File: src/rtl/fp_exec_pkg.sv
// Shared constants for the FP execution sequencer: op-codes, FSM states,
// fflags bit positions and the canonical quiet NaN.
package fp_exec_pkg;

    localparam logic [2:0] OP_ADD  = 3'd0;
    localparam logic [2:0] OP_SUB  = 3'd1;
    localparam logic [2:0] OP_MUL  = 3'd2;
    localparam logic [2:0] OP_DIV  = 3'd3;
    localparam logic [2:0] OP_SQRT = 3'd4;

    typedef enum logic [1:0] {
        ST_IDLE   = 2'd0,
        ST_SETTLE = 2'd1,
        ST_DONE   = 2'd2
    } state_t;

    localparam int FLAG_NV = 4;
    localparam int FLAG_DZ = 3;
    localparam int FLAG_OF = 2;
    localparam int FLAG_UF = 1;
    localparam int FLAG_NX = 0;

    localparam logic [4:0]  NV_MASK = 5'b10000;
    localparam logic [31:0] QNAN    = 32'h7FC0_0000;

    function automatic logic op_is_legal(input logic [2:0] op);
        return op <= OP_SQRT;
    endfunction

endpackage

File: src/rtl/fp_flag_gen.sv
// Combinational result selection and IEEE flag derivation for the captured
// op, including the divide-by-zero and sqrt-exception overrides.
module fp_flag_gen
    import fp_exec_pkg::*;
(
    input  logic [2:0]  op,
    input  logic [31:0] op_a,
    input  logic [31:0] op_b,
    input  logic [31:0] res_add,
    input  logic [31:0] res_mul,
    input  logic [31:0] res_div,
    input  logic [31:0] res_sqrt,
    input  logic        sqrt_exception,
    input  logic        sqrt_overflow,
    input  logic        sqrt_underflow,
    output logic [31:0] result,
    output logic [4:0]  flags
);

    logic a_mag_zero;
    logic b_mag_zero;
    logic a_exp_max;
    logic b_exp_max;

    assign a_mag_zero = (op_a[30:0] == 31'd0);
    assign b_mag_zero = (op_b[30:0] == 31'd0);
    assign a_exp_max  = (op_a[30:23] == 8'hFF);
    assign b_exp_max  = (op_b[30:23] == 8'hFF);

    always_comb begin
        result = QNAN;
        flags  = '0;
        case (op)
            OP_ADD, OP_SUB: result = res_add;
            OP_MUL:         result = res_mul;
            OP_DIV:         result = res_div;
            OP_SQRT:        result = res_sqrt;
            default:        result = QNAN;
        endcase

        if (op == OP_SQRT) begin
            flags[FLAG_NV] = sqrt_exception;
            flags[FLAG_OF] = sqrt_overflow;
            flags[FLAG_UF] = sqrt_underflow;
            if (sqrt_exception) begin
                result = QNAN;
            end
        end else if (op == OP_DIV && b_mag_zero) begin
            // The divider's own output for a zero divisor is not trusted.
            if (!a_mag_zero) begin
                flags[FLAG_DZ] = 1'b1;
                result         = {op_a[31] ^ op_b[31], 8'hFF, 23'd0};
            end else begin
                flags[FLAG_NV] = 1'b1;
                result         = QNAN;
            end
        end else if (op_is_legal(op)) begin
            // Infinity produced from finite exponents means the unit overflowed.
            flags[FLAG_OF] = (result[30:23] == 8'hFF) && !a_exp_max && !b_exp_max;
        end else begin
            flags[FLAG_NV] = 1'b1;
        end
    end

endmodule

File: src/rtl/fp_exec_seq.sv
// Sequencer around the combinational FP units: holds operands stable for a
// per-op settle time, captures result/flags and keeps sticky fflags.
module fp_exec_seq
    import fp_exec_pkg::*;
#(
    parameter int SETTLE_ADD  = 2,
    parameter int SETTLE_MUL  = 2,
    parameter int SETTLE_DIV  = 4,
    parameter int SETTLE_SQRT = 12,
    parameter int CNT_W       = 5
) (
    input  logic        clk,
    input  logic        rst,
    input  logic        in_valid,
    output logic        in_ready,
    input  logic [2:0]  in_op,
    input  logic [31:0] in_a,
    input  logic [31:0] in_b,
    output logic [31:0] op_a,
    output logic [31:0] op_b,
    input  logic [31:0] res_add,
    input  logic [31:0] res_mul,
    input  logic [31:0] res_div,
    input  logic [31:0] res_sqrt,
    input  logic        sqrt_exception,
    input  logic        sqrt_overflow,
    input  logic        sqrt_underflow,
    output logic        out_valid,
    input  logic        out_ready,
    output logic [31:0] out_result,
    output logic [4:0]  out_flags,
    input  logic        fflags_clr,
    output logic [4:0]  fflags
);

    state_t            state_reg;
    logic [CNT_W-1:0]  cnt_reg;
    logic [2:0]        op_reg;
    logic [31:0]       op_a_reg;
    logic [31:0]       op_b_reg;
    logic              in_ready_reg;
    logic              out_valid_reg;
    logic [31:0]       out_result_reg;
    logic [4:0]        out_flags_reg;
    logic [4:0]        fflags_reg;
    logic [4:0]        fflags_next;

    logic [31:0]       gen_result;
    logic [4:0]        gen_flags;
    logic              illegal_accept;
    logic              settle_done;

    // A zero settle count still needs one cycle for the operand registers.
    function automatic logic [CNT_W-1:0] settle_load(input logic [2:0] op);
        int s;
        case (op)
            OP_ADD, OP_SUB: s = SETTLE_ADD;
            OP_MUL:         s = SETTLE_MUL;
            OP_DIV:         s = SETTLE_DIV;
            OP_SQRT:        s = SETTLE_SQRT;
            default:        s = 1;
        endcase
        if (s < 1) begin
            s = 1;
        end
        return CNT_W'(s - 1);
    endfunction

    fp_flag_gen u_flag_gen (
        .op             (op_reg),
        .op_a           (op_a_reg),
        .op_b           (op_b_reg),
        .res_add        (res_add),
        .res_mul        (res_mul),
        .res_div        (res_div),
        .res_sqrt       (res_sqrt),
        .sqrt_exception (sqrt_exception),
        .sqrt_overflow  (sqrt_overflow),
        .sqrt_underflow (sqrt_underflow),
        .result         (gen_result),
        .flags          (gen_flags)
    );

    assign illegal_accept = (state_reg == ST_IDLE) && in_valid && !op_is_legal(in_op);
    assign settle_done    = (state_reg == ST_SETTLE) && (cnt_reg == '0);

    // Clear applies before the OR so a same-cycle capture survives the clear.
    always_comb begin
        fflags_next = fflags_clr ? 5'd0 : fflags_reg;
        if (illegal_accept) begin
            fflags_next = fflags_next | NV_MASK;
        end else if (settle_done) begin
            fflags_next = fflags_next | gen_flags;
        end
    end

    always_ff @(posedge clk) begin
        if (rst) begin
            state_reg      <= ST_IDLE;
            cnt_reg        <= '0;
            op_reg         <= OP_ADD;
            op_a_reg       <= '0;
            op_b_reg       <= '0;
            in_ready_reg   <= 1'b1;
            out_valid_reg  <= 1'b0;
            out_result_reg <= '0;
            out_flags_reg  <= '0;
            fflags_reg     <= '0;
        end else begin
            fflags_reg <= fflags_next;
            case (state_reg)
                ST_IDLE: begin
                    if (in_valid) begin
                        op_reg       <= in_op;
                        op_a_reg     <= in_a;
                        op_b_reg     <= (in_op == OP_SUB) ? {~in_b[31], in_b[30:0]} : in_b;
                        in_ready_reg <= 1'b0;
                        if (op_is_legal(in_op)) begin
                            cnt_reg   <= settle_load(in_op);
                            state_reg <= ST_SETTLE;
                        end else begin
                            out_result_reg <= QNAN;
                            out_flags_reg  <= NV_MASK;
                            out_valid_reg  <= 1'b1;
                            state_reg      <= ST_DONE;
                        end
                    end
                end
                ST_SETTLE: begin
                    if (cnt_reg == '0) begin
                        out_result_reg <= gen_result;
                        out_flags_reg  <= gen_flags;
                        out_valid_reg  <= 1'b1;
                        state_reg      <= ST_DONE;
                    end else begin
                        cnt_reg <= cnt_reg - CNT_W'(1);
                    end
                end
                ST_DONE: begin
                    if (out_ready) begin
                        out_valid_reg <= 1'b0;
                        in_ready_reg  <= 1'b1;
                        state_reg     <= ST_IDLE;
                    end
                end
                default: begin
                    state_reg <= ST_IDLE;
                end
            endcase
        end
    end

    assign in_ready   = in_ready_reg;
    assign op_a       = op_a_reg;
    assign op_b       = op_b_reg;
    assign out_valid  = out_valid_reg;
    assign out_result = out_result_reg;
    assign out_flags  = out_flags_reg;
    assign fflags     = fflags_reg;

endmodule

File: config.mk
export PLATFORM = sky130hd
export DESIGN_NAME = fp_exec_seq
export DESIGN_NICKNAME = d
export VERILOG_FILES = /design/src/rtl/fp_exec_pkg.sv /design/src/rtl/fp_flag_gen.sv /design/src/rtl/fp_exec_seq.sv
export SDC_FILE = /design/constraint.sdc
export NUM_CORES = 1
export LEC_CHECK = 0
export BUFFER_PORTS_ARGS = -buffer_cell sky130_fd_sc_hd__clkbuf_2
export CAP_MARGIN = 20
export CORE_AREA = 2 2 119 121
export DETAILED_ROUTE_END_ITERATION = 10
export DIE_AREA = 0 0 121 123
export PLACE_DENSITY = 0.73
export SYNTH_ARGS = -nofsm -noshare
export SYNTH_HDL_FRONTEND = slang
export SYNTH_SLANG_ARGS = --single-unit
export TNS_END_PERCENT = 100
File: constraint.sdc
create_clock -name clk -period 4.5 [get_ports clk]
set_input_delay 0 -clock clk [delete_from_list [all_inputs] [get_ports clk]]
set_output_delay 0 -clock clk [all_outputs]
set_load 0.01 [all_outputs]
After elaboration in Yosys (flattened, before gate mapping)

Index checks and enable logic that the tools add are counted.

Muxes and demuxes: 55
Reductions and logical operators: 26
Bitwise operators: 3
Equality and inequality tests: 19
Add/subtract/negate cells: 2
$lt $le $gt $ge: 3

Operators by type and width:

| operator                                              | number |
|---|---|
| 2-to-1 mux 32 bit                                     | 12 |
| one-hot mux 32 bit (4 select lines)                   | 1 |
| 2-to-1 mux 5 bit                                      | 14 |
| one-hot mux 32 bit (2 select lines)                   | 1 |
| logical NOT 31 bit                                    | 2 |
| < comparator 32 x 2 -> 1 bit, second input constant   | 1 |
| == test 8 bit, second input constant                  | 3 |
| one-hot mux 5 bit (2 select lines)                    | 2 |
| 2-to-1 mux 1 bit                                      | 17 |
| == test 3 x 2 -> 1 bit, second input constant         | 4 |
| one-hot mux 4 bit (3 select lines)                    | 1 |
| 2-to-1 mux 2 bit                                      | 4 |
| inequality test 2 bit, second input constant          | 4 |
| AND reduction 4 bit                                   | 2 |
| == test 3 x 1 -> 1 bit, second input constant         | 2 |
| == test 3 bit, second input constant                  | 2 |
| less-or-equal comparator 3 bit, second input constant | 2 |
| logical AND 1 bit                                     | 6 |
| logical NOT 3 bit                                     | 2 |
| one-hot mux 2 bit (3 select lines)                    | 1 |
| AND reduction 3 bit                                   | 2 |
| logical NOT 5 bit                                     | 1 |
| OR 5 bit                                              | 1 |
| AND reduction 5 bit                                   | 1 |
| other kinds (16)                                      | 20 |

Register bits after elaboration: 118
Bits of input ports: 203
Logic and storage cells: 118
Output and inout bits: 108

Longest topological paths before layout

Depth after elaboration: 17
Depth in mapped cells: 9
Gate-level depth less buffers: 8

By module

From an unflattened synthesis, not the netlist that was laid out.

Cell total of the unflattened synthesis: 709
Area, all modules: 5,651.7 sq um

By module, submodules not included:

| module      | area each (sq um) | sequential area each (sq um) | instances | cells each |
|---|---|---|---|---|
| fp_exec_seq | 4,435.5           | 2,362.3                      | 1         | 536 |
| fp_flag_gen | 1,216.2           | 0.0                          | 1         | 173 |

Worst setup path before layout

No wires, ideal clock.

Kind: reg2reg
Start point: reg cnt_reg[0]
End point: reg fflags_reg[2], in the netlist fflags[2]
Buffers on the path: 0
Setup time: 60 ps
Slack: 2,058 ps
Cell stages (with the launch flop): 9
Required time: 4,440 ps
Arrival time: 2,382 ps
Period minus slack after synthesis: 2,442 ps
Path through: dfxtp_1 -> inv_1 -> ha_1 -> nor4b_4 -> nand2_2 -> or4_1 -> or4_1 -> or4b_1 -> nand2_1

Word-level cells in the longest chain between the ends: 4

Ends and longest elaborated chain:

| what                     | line               | RTL |
|---|---|---|
| start: declaration       | fp_exec_seq.sv:37  | `logic [CNT_W-1:0] cnt_reg;` |
| start signal: assignment | fp_exec_seq.sv:119 | `cnt_reg <= settle_load(in_op);` |
| start signal: assignment | fp_exec_seq.sv:136 | `cnt_reg <= cnt_reg - CNT_W'(1);` |
| logical NOT 5 bit        | fp_exec_seq.sv:85  | `assign settle_done = (state_reg == ST_SETTLE) && (cnt_reg == '0);` |
| logical AND 1 bit        | fp_exec_seq.sv:85  |  |
| 2-to-1 mux 5 bit         | fp_exec_seq.sv:92  | `end else if (settle_done) begin` |
| 2-to-1 mux 5 bit         | fp_exec_seq.sv:90  | `if (illegal_accept) begin` |
| end signal: assignment   | fp_exec_seq.sv:110 | `fflags_reg <= fflags_next;` |
| end: declaration         | fp_exec_seq.sv:45  | `logic [4:0] fflags_reg;` |

Every way passes these cells.
A chain may end at the register's enable or synchronous reset.

Final worst setup path

Start point: reg op_reg[2]
End point: reg out_flags_reg[2], in the netlist out_flags[2]

Word-level cells in the longest chain between the ends: 11
Elaborated cells on any way between the ends: 17
Classes of those cells: order compare: 1; eq/ne: 5; mux: 6; reduce/logical: 5

Ends and longest elaborated chain:

| what                                                        | line               | RTL |
|---|---|---|
| start: declaration                                          | fp_exec_seq.sv:38  | `logic [2:0] op_reg;` |
| start signal: assignment                                    | fp_exec_seq.sv:114 | `op_reg <= in_op;` |
| == test 3 x 1 -> 1 bit or logical NOT 3 bit (tied branches) | fp_flag_gen.sv:33  | `case (op)` |
| OR reduction 2 bit                                          | fp_flag_gen.sv:33  |  |
| one-hot mux 32 bit (4 select lines)                         | fp_flag_gen.sv:33  |  |
| == test 8 bit                                               | fp_flag_gen.sv:59  | `flags[FLAG_OF] = (result[30:23] == 8'hFF) && !a_exp_max && !b_exp_max;` |
| logical AND 1 bit (2 in series)                             | fp_flag_gen.sv:59  |  |
| 2-to-1 mux 1 bit                                            | fp_flag_gen.sv:57  | `end else if (op_is_legal(op)) begin` |
| 2-to-1 mux 1 bit                                            | fp_flag_gen.sv:48  | `end else if (op == OP_DIV && b_mag_zero) begin` |
| 2-to-1 mux 1 bit (*)                                        | fp_flag_gen.sv:41  | `if (op == OP_SQRT) begin` |
| 2-to-1 mux 5 bit (*)                                        | fp_exec_seq.sv:130 | `if (cnt_reg == '0) begin` |
| one-hot mux 5 bit (2 select lines) (*)                      | fp_exec_seq.sv:111 | `case (state_reg)` |
| end signal: assignment                                      | fp_exec_seq.sv:132 | `out_flags_reg <= gen_flags;` |
| end: declaration                                            | fp_exec_seq.sv:44  | `logic [4:0] out_flags_reg;` |

Mark *: on every way between the ends. The rest lies on a longest branch, timed or not. The select of a mux whose other input is x is not followed.

==> out/qor.yml <==
setup_ws_ps: 1710
dieHeight_um: 123
synth_top_family_by_area: "compound AO/OA/AOI/OAI gates"
dp_slack_ps: 1400
async_flop_share: 0
post-route-drc-count: 0
crit_slowest_cell: "or4_1"
cap_viol_max_count: 0
synth_area_um2: 5370
worstHoldStart: "rst"
synth_edf_count: 0
grt_max_degree: 85
antenna_left: 0
nets: 1271
worstPathCellList: "buf_4, nor2_1, o21ai_0, o311ai_0, or4_1, or4b_1, nand2_1"
yosys_warnings: 0
placed_area_um2: 6990
hold_buffers: 97
numCtsBuffers: 17
layout_worst_path_cycle_share: 0.620
switching_share: 0.278
ir_drop_mv: 0.254
viasPerCell: 5.35
fmax_mhz: 358
slew_headroom: 0.299
gr-total-overflow: 0
die_w_um: 121
cts_max_path_buffers: 2
start_util: 0.395
status: "finished, final reports clean"
synth_compound_area_frac: 0.250
die_area_um2: 14900
rows: 43
clk_pin_slew_ps: 60
drive_gt1_frac: 0.330
drt_first_pass_iters: 5
timing.critical_path.buf_inv: 1
port_buffers: 308
power.density_nw_per_um2: 410
drtIter0Drc: 479
rsz0062_at_grt: "false"
cts_tree: "built"
syn_avg_cell_area_um2: 7.81
synth_cells: 688
p_seq_frac: 0.339
post-route-cell-area_um2: 8670
setup_viol: 0
post_cts_resized: 0
tightestPinTransition_ps: 1050
hold_viol: 0
cts.sinks: 116
max_stage_delay_ps: 560
grt_pass1_wl_um: 31600
diodes: 0
worstSkewPairLatency_ps: 420
yosys.area_share.simple: 0.227
avgRoutedWirePerCell_um: 16.8
grt_pass1_vias: 6248
place.gp.congestion: 0.869
crit_start: "op_reg[2]"
core_um2: 13600
r2r-start: "op_reg[2]"
critPathKind: "flop to flop"
placedCellCount: 1128
min_path_type: "input pin to flop"
cp_top_family: "simple AND/OR/NAND/NOR gates"
num_vias: 6730
cp-start-kind: "flop"
cts_setup_buffers: 0
layout_min_cycle_time_ps: 2790
p_leak_nw: 3.94
final_common_cell: "clkbuf_2"
htree_levels: 4
clock-root-buffer: "clkbuf_16"
synth_cell_types: 47
synth_seq_cells: 116
track_usage: 0.271
setup_tns_ps: 0
io_pins: 311
clock_skew_ps: 6.83
area_growth_pct: 61.4
end_kind: "flop"
dp_hpwl_um: 14200
p_int_mw: 2.57
ys_seq_area_frac: 0.432
report.final.slew_viol_count: 0
worst_ep_arrival_time_ps: 3150
synth.area.mux_share: 0.0335
finalWirelength_um: 21100
pwr-share-clk: 0.448
switchingPower_mw: 0.990
antenna_found_initial: 0
critical_path.max_fanout: 45
pwr-share-comb: 0.212
ys.flop_type: "dfxtp_1"
final_cell_mix: "clkbuf_2, nand2_1, dfxtp_1"
cp_data_required_time_ps: 4860
final_cells: 1259
synth_fa_ha_area_frac: 0.00466
synth_xor_xnor_area_share: 0.00652
[final timing paths]
| check | endpoint | slack, ps | depth (start not counted) |
|---|---|---|---|
| setup reg to reg | out_flags[2] | 1710 | 7 |
| hold reg to reg | out_valid | 460 | 2 |
| hold / removal | op_a[30] | 10 | 2 |
| setup / recovery | out_flags[2] | 1710 | 7 |
[logic make-up (layout without fill, tap and decap cells)]
kind of cell / after synthesis / in the layout
DFF: 116 / 116
xor gates and xnor gates: 4 / 4
buffers and inverters: 62 / 452
and+or+nand+nor: 273 / 273
other: 1 / 2
muxes: 18 / 18
AOI/OAI and AO/OA: 212 / 212
adders and majority gates: 2 / 2
[synth_stat cells (all sizes together) (4+ instances only)]
master    n  area [µm²]
or4       4        30.0
o311ai    6        52.6
nor3      4        20.0
nor2b    14        87.6
o21ai    11        55.1
nand2b    5        31.3
inv       6        22.5
a21oi    85         425
buf      11        50.0
clkbuf   45         169
a211oi   14         105
a22oi    54         405
dfxtp   116        2320
nor2     55         206
o22ai    24         150
nand2   151         569
or3       6        37.5
nand4     7        43.8
nor4     15        93.8
mux2i    18         180
[through the flow]
stage / total power [mW] / util / hold WS, ps
after floorplan: 1.61 / - / 136
after global placement: 1.88 / 0.513 / 223
after detailed placement: 1.89 / 0.513 / 228
after CTS: 3.56 / 0.636 / 3.73
after global routing: 3.70 / 0.637 / 18.8
final: 3.56 / 0.637 / 13.4
[layer usage]
layer	routed length [µm]	GRT usage	up-vias
met5	0	0	-
met4	782	0.137	0
met3	1510	0.0641	64
met2	10200	0.433	331
met1	8600	0.343	3115
li1	-	-	3220
[power groups by stage]
stage               combinational [mW]  sequential [mW]  clock, mW
floorplan                        0.374             1.23          0
global placement                 0.662             1.22          0
detailed placement               0.666             1.22          0
CTS                              0.746             1.20       1.60
global route                     0.827             1.22       1.66
finish                           0.756             1.21       1.60
[area by class of cell]
cell class / instances / area (µm²)
Multi-Input combinational cell: 511 / 2820
Clock buffer: 18 / 439
Timing Repair Buffer: 414 / 2580
Sequential cell: 116 / 2320
Fill cell: 1163 / 4940
Clock inverter: 14 / 256
Inverter: 6 / 22.5
Tap cell: 180 / 225
Power figures use the tool's default switching activity.
